### src/rtl/ram_port_arbiter.sv
// Arbitrates the single-port data RAM between the CPU datapath and the debug/loader master.
// CPU has priority; a starvation counter and a debug lock guarantee debug progress.
module ram_port_arbiter #(
  parameter int ADDR_W     = 7,
  parameter int DATA_W     = 8,
  parameter int STARVE_MAX = 4
) (
  input  logic              clk,
  input  logic              rst,
  input  logic              cpu_req,
  input  logic              cpu_we,
  input  logic [ADDR_W-1:0] cpu_addr,
  input  logic [DATA_W-1:0] cpu_wdata,
  output logic              cpu_gnt,
  output logic              cpu_rvalid,
  output logic [DATA_W-1:0] cpu_rdata,
  input  logic              dbg_req,
  input  logic              dbg_we,
  input  logic              dbg_lock,
  input  logic [ADDR_W-1:0] dbg_addr,
  input  logic [DATA_W-1:0] dbg_wdata,
  output logic              dbg_gnt,
  output logic              dbg_rvalid,
  output logic [DATA_W-1:0] dbg_rdata,
  output logic              ram_en,
  output logic [ADDR_W-1:0] ram_addr,
  output logic [DATA_W-1:0] ram_data,
  input  logic [DATA_W-1:0] ram_q
);

  localparam int CNT_W = (STARVE_MAX < 1) ? 1 : $clog2(STARVE_MAX + 1);
  localparam logic [CNT_W-1:0] STARVE_LIM = CNT_W'(STARVE_MAX);
  localparam logic [CNT_W-1:0] CNT_ONE    = CNT_W'(1);

  typedef enum logic [0:0] {
    S_NORMAL   = 1'b0,
    S_DBG_LOCK = 1'b1
  } state_t;

  state_t            state_r;
  state_t            state_s;
  logic [CNT_W-1:0]  starve_cnt_r;
  logic              cpu_gnt_s;
  logic              dbg_gnt_s;
  logic              cpu_rvalid_r;
  logic              dbg_rvalid_r;

  // State register
  always_ff @(posedge clk or posedge rst) begin
    if (rst) begin
      state_r <= S_NORMAL;
    end else begin
      state_r <= state_s;
    end
  end

  // Next-state: enter lock on a locked debug grant, leave when lock drops
  always_comb begin
    state_s = state_r;
    case (state_r)
      S_NORMAL: begin
        if (dbg_gnt_s && dbg_lock) begin
          state_s = S_DBG_LOCK;
        end else begin
          state_s = S_NORMAL;
        end
      end
      S_DBG_LOCK: begin
        if (!dbg_lock) begin
          state_s = S_NORMAL;
        end else begin
          state_s = S_DBG_LOCK;
        end
      end
      default: state_s = S_NORMAL;
    endcase
  end

  // Grant decode; grants are forced low while reset is held
  always_comb begin
    cpu_gnt_s = 1'b0;
    dbg_gnt_s = 1'b0;
    if (rst) begin
      cpu_gnt_s = 1'b0;
      dbg_gnt_s = 1'b0;
    end else begin
      case (state_r)
        S_NORMAL: begin
          if (dbg_req && (!cpu_req || (starve_cnt_r == STARVE_LIM))) begin
            dbg_gnt_s = 1'b1;
          end else if (cpu_req) begin
            cpu_gnt_s = 1'b1;
          end else begin
            cpu_gnt_s = 1'b0;
            dbg_gnt_s = 1'b0;
          end
        end
        S_DBG_LOCK: begin
          cpu_gnt_s = 1'b0;
          dbg_gnt_s = dbg_req;
        end
        default: begin
          cpu_gnt_s = 1'b0;
          dbg_gnt_s = 1'b0;
        end
      endcase
    end
  end

  // RAM port mux: the winner drives address/data, idle drives zeros
  always_comb begin
    ram_en   = 1'b0;
    ram_addr = {ADDR_W{1'b0}};
    ram_data = {DATA_W{1'b0}};
    if (dbg_gnt_s) begin
      ram_en   = dbg_we;
      ram_addr = dbg_addr;
      ram_data = dbg_wdata;
    end else if (cpu_gnt_s) begin
      ram_en   = cpu_we;
      ram_addr = cpu_addr;
      ram_data = cpu_wdata;
    end else begin
      ram_en   = 1'b0;
      ram_addr = {ADDR_W{1'b0}};
      ram_data = {DATA_W{1'b0}};
    end
  end

  // Starvation counter: counts CPU wins while debug waits, saturating
  always_ff @(posedge clk or posedge rst) begin
    if (rst) begin
      starve_cnt_r <= {CNT_W{1'b0}};
    end else if (dbg_gnt_s || !dbg_req) begin
      starve_cnt_r <= {CNT_W{1'b0}};
    end else if (cpu_gnt_s && (starve_cnt_r != STARVE_LIM)) begin
      starve_cnt_r <= starve_cnt_r + CNT_ONE;
    end else begin
      starve_cnt_r <= starve_cnt_r;
    end
  end

  // Read-valid tracking: a granted read returns to its owner one cycle later
  always_ff @(posedge clk or posedge rst) begin
    if (rst) begin
      cpu_rvalid_r <= 1'b0;
      dbg_rvalid_r <= 1'b0;
    end else begin
      cpu_rvalid_r <= cpu_gnt_s && !cpu_we;
      dbg_rvalid_r <= dbg_gnt_s && !dbg_we;
    end
  end

  assign cpu_gnt    = cpu_gnt_s;
  assign dbg_gnt    = dbg_gnt_s;
  assign cpu_rvalid = cpu_rvalid_r;
  assign dbg_rvalid = dbg_rvalid_r;
  assign cpu_rdata  = cpu_rvalid_r ? ram_q : {DATA_W{1'b0}};
  assign dbg_rdata  = dbg_rvalid_r ? ram_q : {DATA_W{1'b0}};

endmodule

### config.mk
export PLATFORM = sky130hd
export DESIGN_NAME = ram_port_arbiter
export DESIGN_NICKNAME = d
export VERILOG_FILES = /design/src/rtl/ram_port_arbiter.sv
export SDC_FILE = /design/constraint.sdc
export NUM_CORES = 1
export LEC_CHECK = 0
export BUFFER_PORTS_ARGS = -buffer_cell sky130_fd_sc_hd__buf_2
export CORE_MARGIN = 2
export CORE_UTILIZATION = 32
export CTS_CLUSTER_SIZE = 20
export DETAILED_ROUTE_END_ITERATION = 7
export HOLD_SLACK_MARGIN = 0.12
export PLACE_DENSITY = 0.87
export SLEW_MARGIN = 20
export SYNTH_ARGS = -nofsm -noshare
export SYNTH_HDL_FRONTEND = slang
export SYNTH_SLANG_ARGS = --single-unit
### constraint.sdc
create_clock -name clk -period 5.4 [get_ports clk]
set_input_delay 1.08 -clock clk [delete_from_list [all_inputs] [get_ports clk]]
set_output_delay 1.08 -clock clk [all_outputs]
set_load 0.02 [all_outputs]
**Word level (Yosys, flattened, before mapping)**

Cells that the tools add are included.

- Bits in registers: 6
- Output and inout bits: 36
- Word-level logic and storage cells: 40

- Add/sub/neg operators: 1
- Equal/unequal tests: 2
- Muxes and demuxes: 20
- Bitwise operators: 1
- Reductions and logical operators: 12

Operators by type and width:

| cell | count |
|---|---|
| $mux W8 | 4 |
| $mux W7 | 2 |
| $mux W1 | 9 |
| $mux W3 | 2 |
| $pmux W1 S2 | 3 |
| $logic_and A1 B1 Y1 | 5 |
| $logic_not A1 Y1 | 4 |
| $add A3 B1 Y3 const B | 1 |
| $eq A3 B3 Y1 const B | 1 |
| $ne A3 B3 Y1 const B | 1 |
| $logic_or A1 B1 Y1 | 2 |
| $reduce_bool A2 Y1 | 1 |
| $not A1 Y1 | 1 |

**Depth between registers and ports, before layout**

- Depth in word-level cells: 9
- Mapped depth: 6
- Depth with buffers taken out: 5

**Worst setup path after synthesis**

Ideal clock, no wire load.

- Path type: input port to output port
- From: in rst
- To: out ram_addr[3]
- Data arrival time: 2.126 ns
- Data required time: 4.320 ns
- Setup slack: 2.194 ns
- Stages: 4
- Path through: or3b_4 a31oi_4 buf_8 a22o_1

- Word-level cells in the longest chain between the ends: 3
- Elaborated cells on any way between the ends: 4

RTL lines:

| item | RTL line | RTL |
|---|---|---|
| start, declared | 9 | `input logic rst,` |
| $mux W1 | 83 | `if (rst) begin` |
| via cpu_gnt | 14 | `output logic cpu_gnt,` |
| $mux W7 | 119 | `end else if (cpu_gnt_s) begin` |
| $mux W7 | 115 | `if (dbg_gnt_s) begin` |
| end, declared | 26 | `output logic [ADDR_W-1:0] ram_addr,` |

The timed path passes the listed nets, and every way through them passes these cells.

**Worst setup path after layout**

- From: in rst
- To: out ram_addr[3]

- Word-level cells in the longest chain between the ends: 3
- Elaborated cells on any way between the ends: 4

RTL lines:

| item | RTL line |
|---|---|
| $mux W1 | 83 |
| $mux W7 | 119 |
| $mux W7 (*) | 115 |

Mark *: on every way between the ends. The rest lies on a longest branch, timed or not.

==> results.sh <==
export IMPL_outcome="complete, no violations"
export IMPL_hold_viol_final=0
export IMPL_rsz0062_at_grt="false"
export IMPL_via_count=819
export IMPL_tightest_slew_ps=486
export IMPL_synth_area_um2=594
export IMPL_yosys_most_used_dff="dfrtp_1"
export IMPL_wire_per_inst_um=11.7
export IMPL_slew_headroom_pct=67.6
export IMPL_synth_top_cell_area_share_pct=25.3
export IMPL_ios=81
export IMPL_critPathKind="in2out"
export IMPL_io_buffers=80
export IMPL_post_route_period_util_pct=64.8
export IMPL_hold_start="state_r$_DFF_PP0_"
export IMPL_post_cts_buffers=0
export IMPL_cp_startpoint="rst"
export IMPL_postRouteAntennaNets=0
export IMPL_start_util_pct=34.1
export IMPL_hold_buffers=0
export IMPL_core_area_um2=1750
export IMPL_drv_cap=0
export IMPL_reg2reg_from="starve_cnt_r[0]$_DFFE_PP0P_"
export IMPL_startpoint_type="input port"
export IMPL_synth_seq_cells=6
export IMPL_die_y_um=47.1
export IMPL_yosys_area_top_type="dfrtp_1"
export IMPL_ys_seq_area_share_pct=25.3
export IMPL_synth_warnings=0
export IMPL_wl_um=2000
export IMPL_clk_path_buf_depth=2
export IMPL_synthArstFlopShare_pct=100
export IMPL_grt_pass1_vias=674
export IMPL_layout_drive_gt1_share_pct=58.9
export IMPL_die_area_um2=2220
export IMPL_htreeDepth=1
export IMPL_holdCritPathClass="reg2reg"
export IMPL_overflow=0
export IMPL_place_inst=168
export IMPL_fin_skew_ps=2.08
export IMPL_arrival_ps=2420
export IMPL_whs_path_depth=1
export IMPL_required_ps=4320
export IMPL_fin_setup_tns_ps=0
export IMPL_hpwl_um=1660
export IMPL_row_count=15
export IMPL_grt_usage_pct=17.0
export IMPL_nets=195
export IMPL_synth_top_cells_by_count="a22o_1 (16), and2_1 (16), dfrtp_1 (6)"
export IMPL_maxSlewViolCount=0
export IMPL_clk_latency_ps=250
export IMPL_first_iter_violations=14
export IMPL_grt_max_degree=20
export IMPL_numCtsBuffers=3
export IMPL_ctsResizeCount=0
export IMPL_num_antenna_cells=0
export IMPL_avgSynthCellArea_um2=9.14
export IMPL_syn_to_final_growth_pct=73.1
export IMPL_power_density_nw_per_um2=154
export IMPL_period_needed_ps=3500
export IMPL_synth_nets=112
export IMPL_netlist_instances=65
export IMPL_synth_edff_count=0
export IMPL_grt_pass1_wl_um=2630
export IMPL_drc=0
export IMPL_synth_area_leaders="dfrtp_1 (25%), a22o_1 (24%), and2_1 (17%)"
export IMPL_rr_worst_depth=5
export IMPL_fmax_mhz=286
export IMPL_path_clk_slew_ps=50
export IMPL_die_x_um=47.1
export IMPL_critPathCaptureType="output port"
export IMPL_routed_via_density=4.79
export IMPL_antenna_found_initial=0
export IMPL_worst_ir_drop_vdd_uv=135
export IMPL_netlist_cell_type_count=21
export IMPL_path_max_fanout=18
export IMPL_cts_sinks=6
export IMPL_leakage_nw=0.629
export IMPL_gp_congestion=0.776
export IMPL_cts_root_buf="clkbuf_4"
export IMPL_dr_pass1_iters=4
export IMPL_cts_tree="yes"
export IMPL_setup_viol=0
export IMPL_instances_no_fill=171
critical path, cell delays in order:
cell     delay [ps]
buf_2           130
or3b_4          390
a31oi_4         420
a22o_1          220
buf_2           160
metrics by stage:
stage | cell area [um^2] | hold slack (ps) | setup slack (ps) | total power, mW | utilization, %
finish | 1030 | 528 | 1900 | 0.158 | 58.9
global route | 1030 | 560 | 1830 | 0.170 | 58.9
CTS | 1030 | 528 | 1920 | 0.158 | 58.9
detailed placement | 1010 | 517 | 1920 | 0.116 | 57.6
global placement | 1010 | 516 | 1960 | 0.114 | 57.6
floorplan | 594 | 488 | 2190 | 0.0865 | -
registers in the layout, summed over array words and instances, names as in the netlist:
register      cells
cpu_rvalid        1
dbg_rvalid        1
starve_cnt_r      3
state_r           1
path summary, 6_finish.rpt:
path | to | slack [ps]
worst min register to register | state_r$_DFF_PP0_ | 530
max in group asynchronous | starve_cnt_r[1]$_DFFE_PP0P_ | 4360
worst max register to register | dbg_rvalid$_DFF_PP0_ | 3780
min in group asynchronous | cpu_rvalid$_DFF_PP0_ | 810
worst min-delay path | state_r$_DFF_PP0_ | 530
worst max-delay path | ram_addr[3] | 1900
cell type report:
class / count / area, um^2
inverters: 3 / 11.3
well taps: 25 / 31.3
flip-flops and latches: 6 / 150
multi-input cells: 54 / 413
repair buffers: 80 / 400
fillers: 150 / 717
clock buffers: 3 / 22.5
cells by family after synthesis:
kind of cell             synth area share (%)
AND/OR/NAND/NOR                          29.7
AO/OA/AOI/OAI                            35.6
flip-flops                               25.3
buffers and inverters                    5.26
adder cells (fa/ha/maj)                  4.21
routing by layer:
layer,global-route usage (%),vias up,share of wire (%)
met3,3.46,4,11
li1,-,402,-
met2,30.7,58,51
met5,0,-,0
met1,18.0,355,36
met4,10.0,0,1.6
placed cells by master, fill, tap and decap left out, drive strengths merged:
cell,count
ha,2
nand3b,1
a21oi,2
dfrtp,6
and2b,1
clkbuf,3
and2,16
a31oi,1
nand4,2
or3b,1
o22ai,1
nand2b,1
a21boi,2
nor2,1
nor2b,2
nand2,4
inv,3
buf,80
a22o,16
o21a,1
power by group:
group | internal, mW | total, mW | switching, mW | leakage (nW)
Combinational | 0.0301 | 0.0666 | 0.0366 | 0.533
Sequential | 0.0466 | 0.0484 | 0.00176 | 0.0820
Clock | 0.0253 | 0.0433 | 0.0181 | 0.0138
No activity file was read; power rests on OpenSTA's default activity.
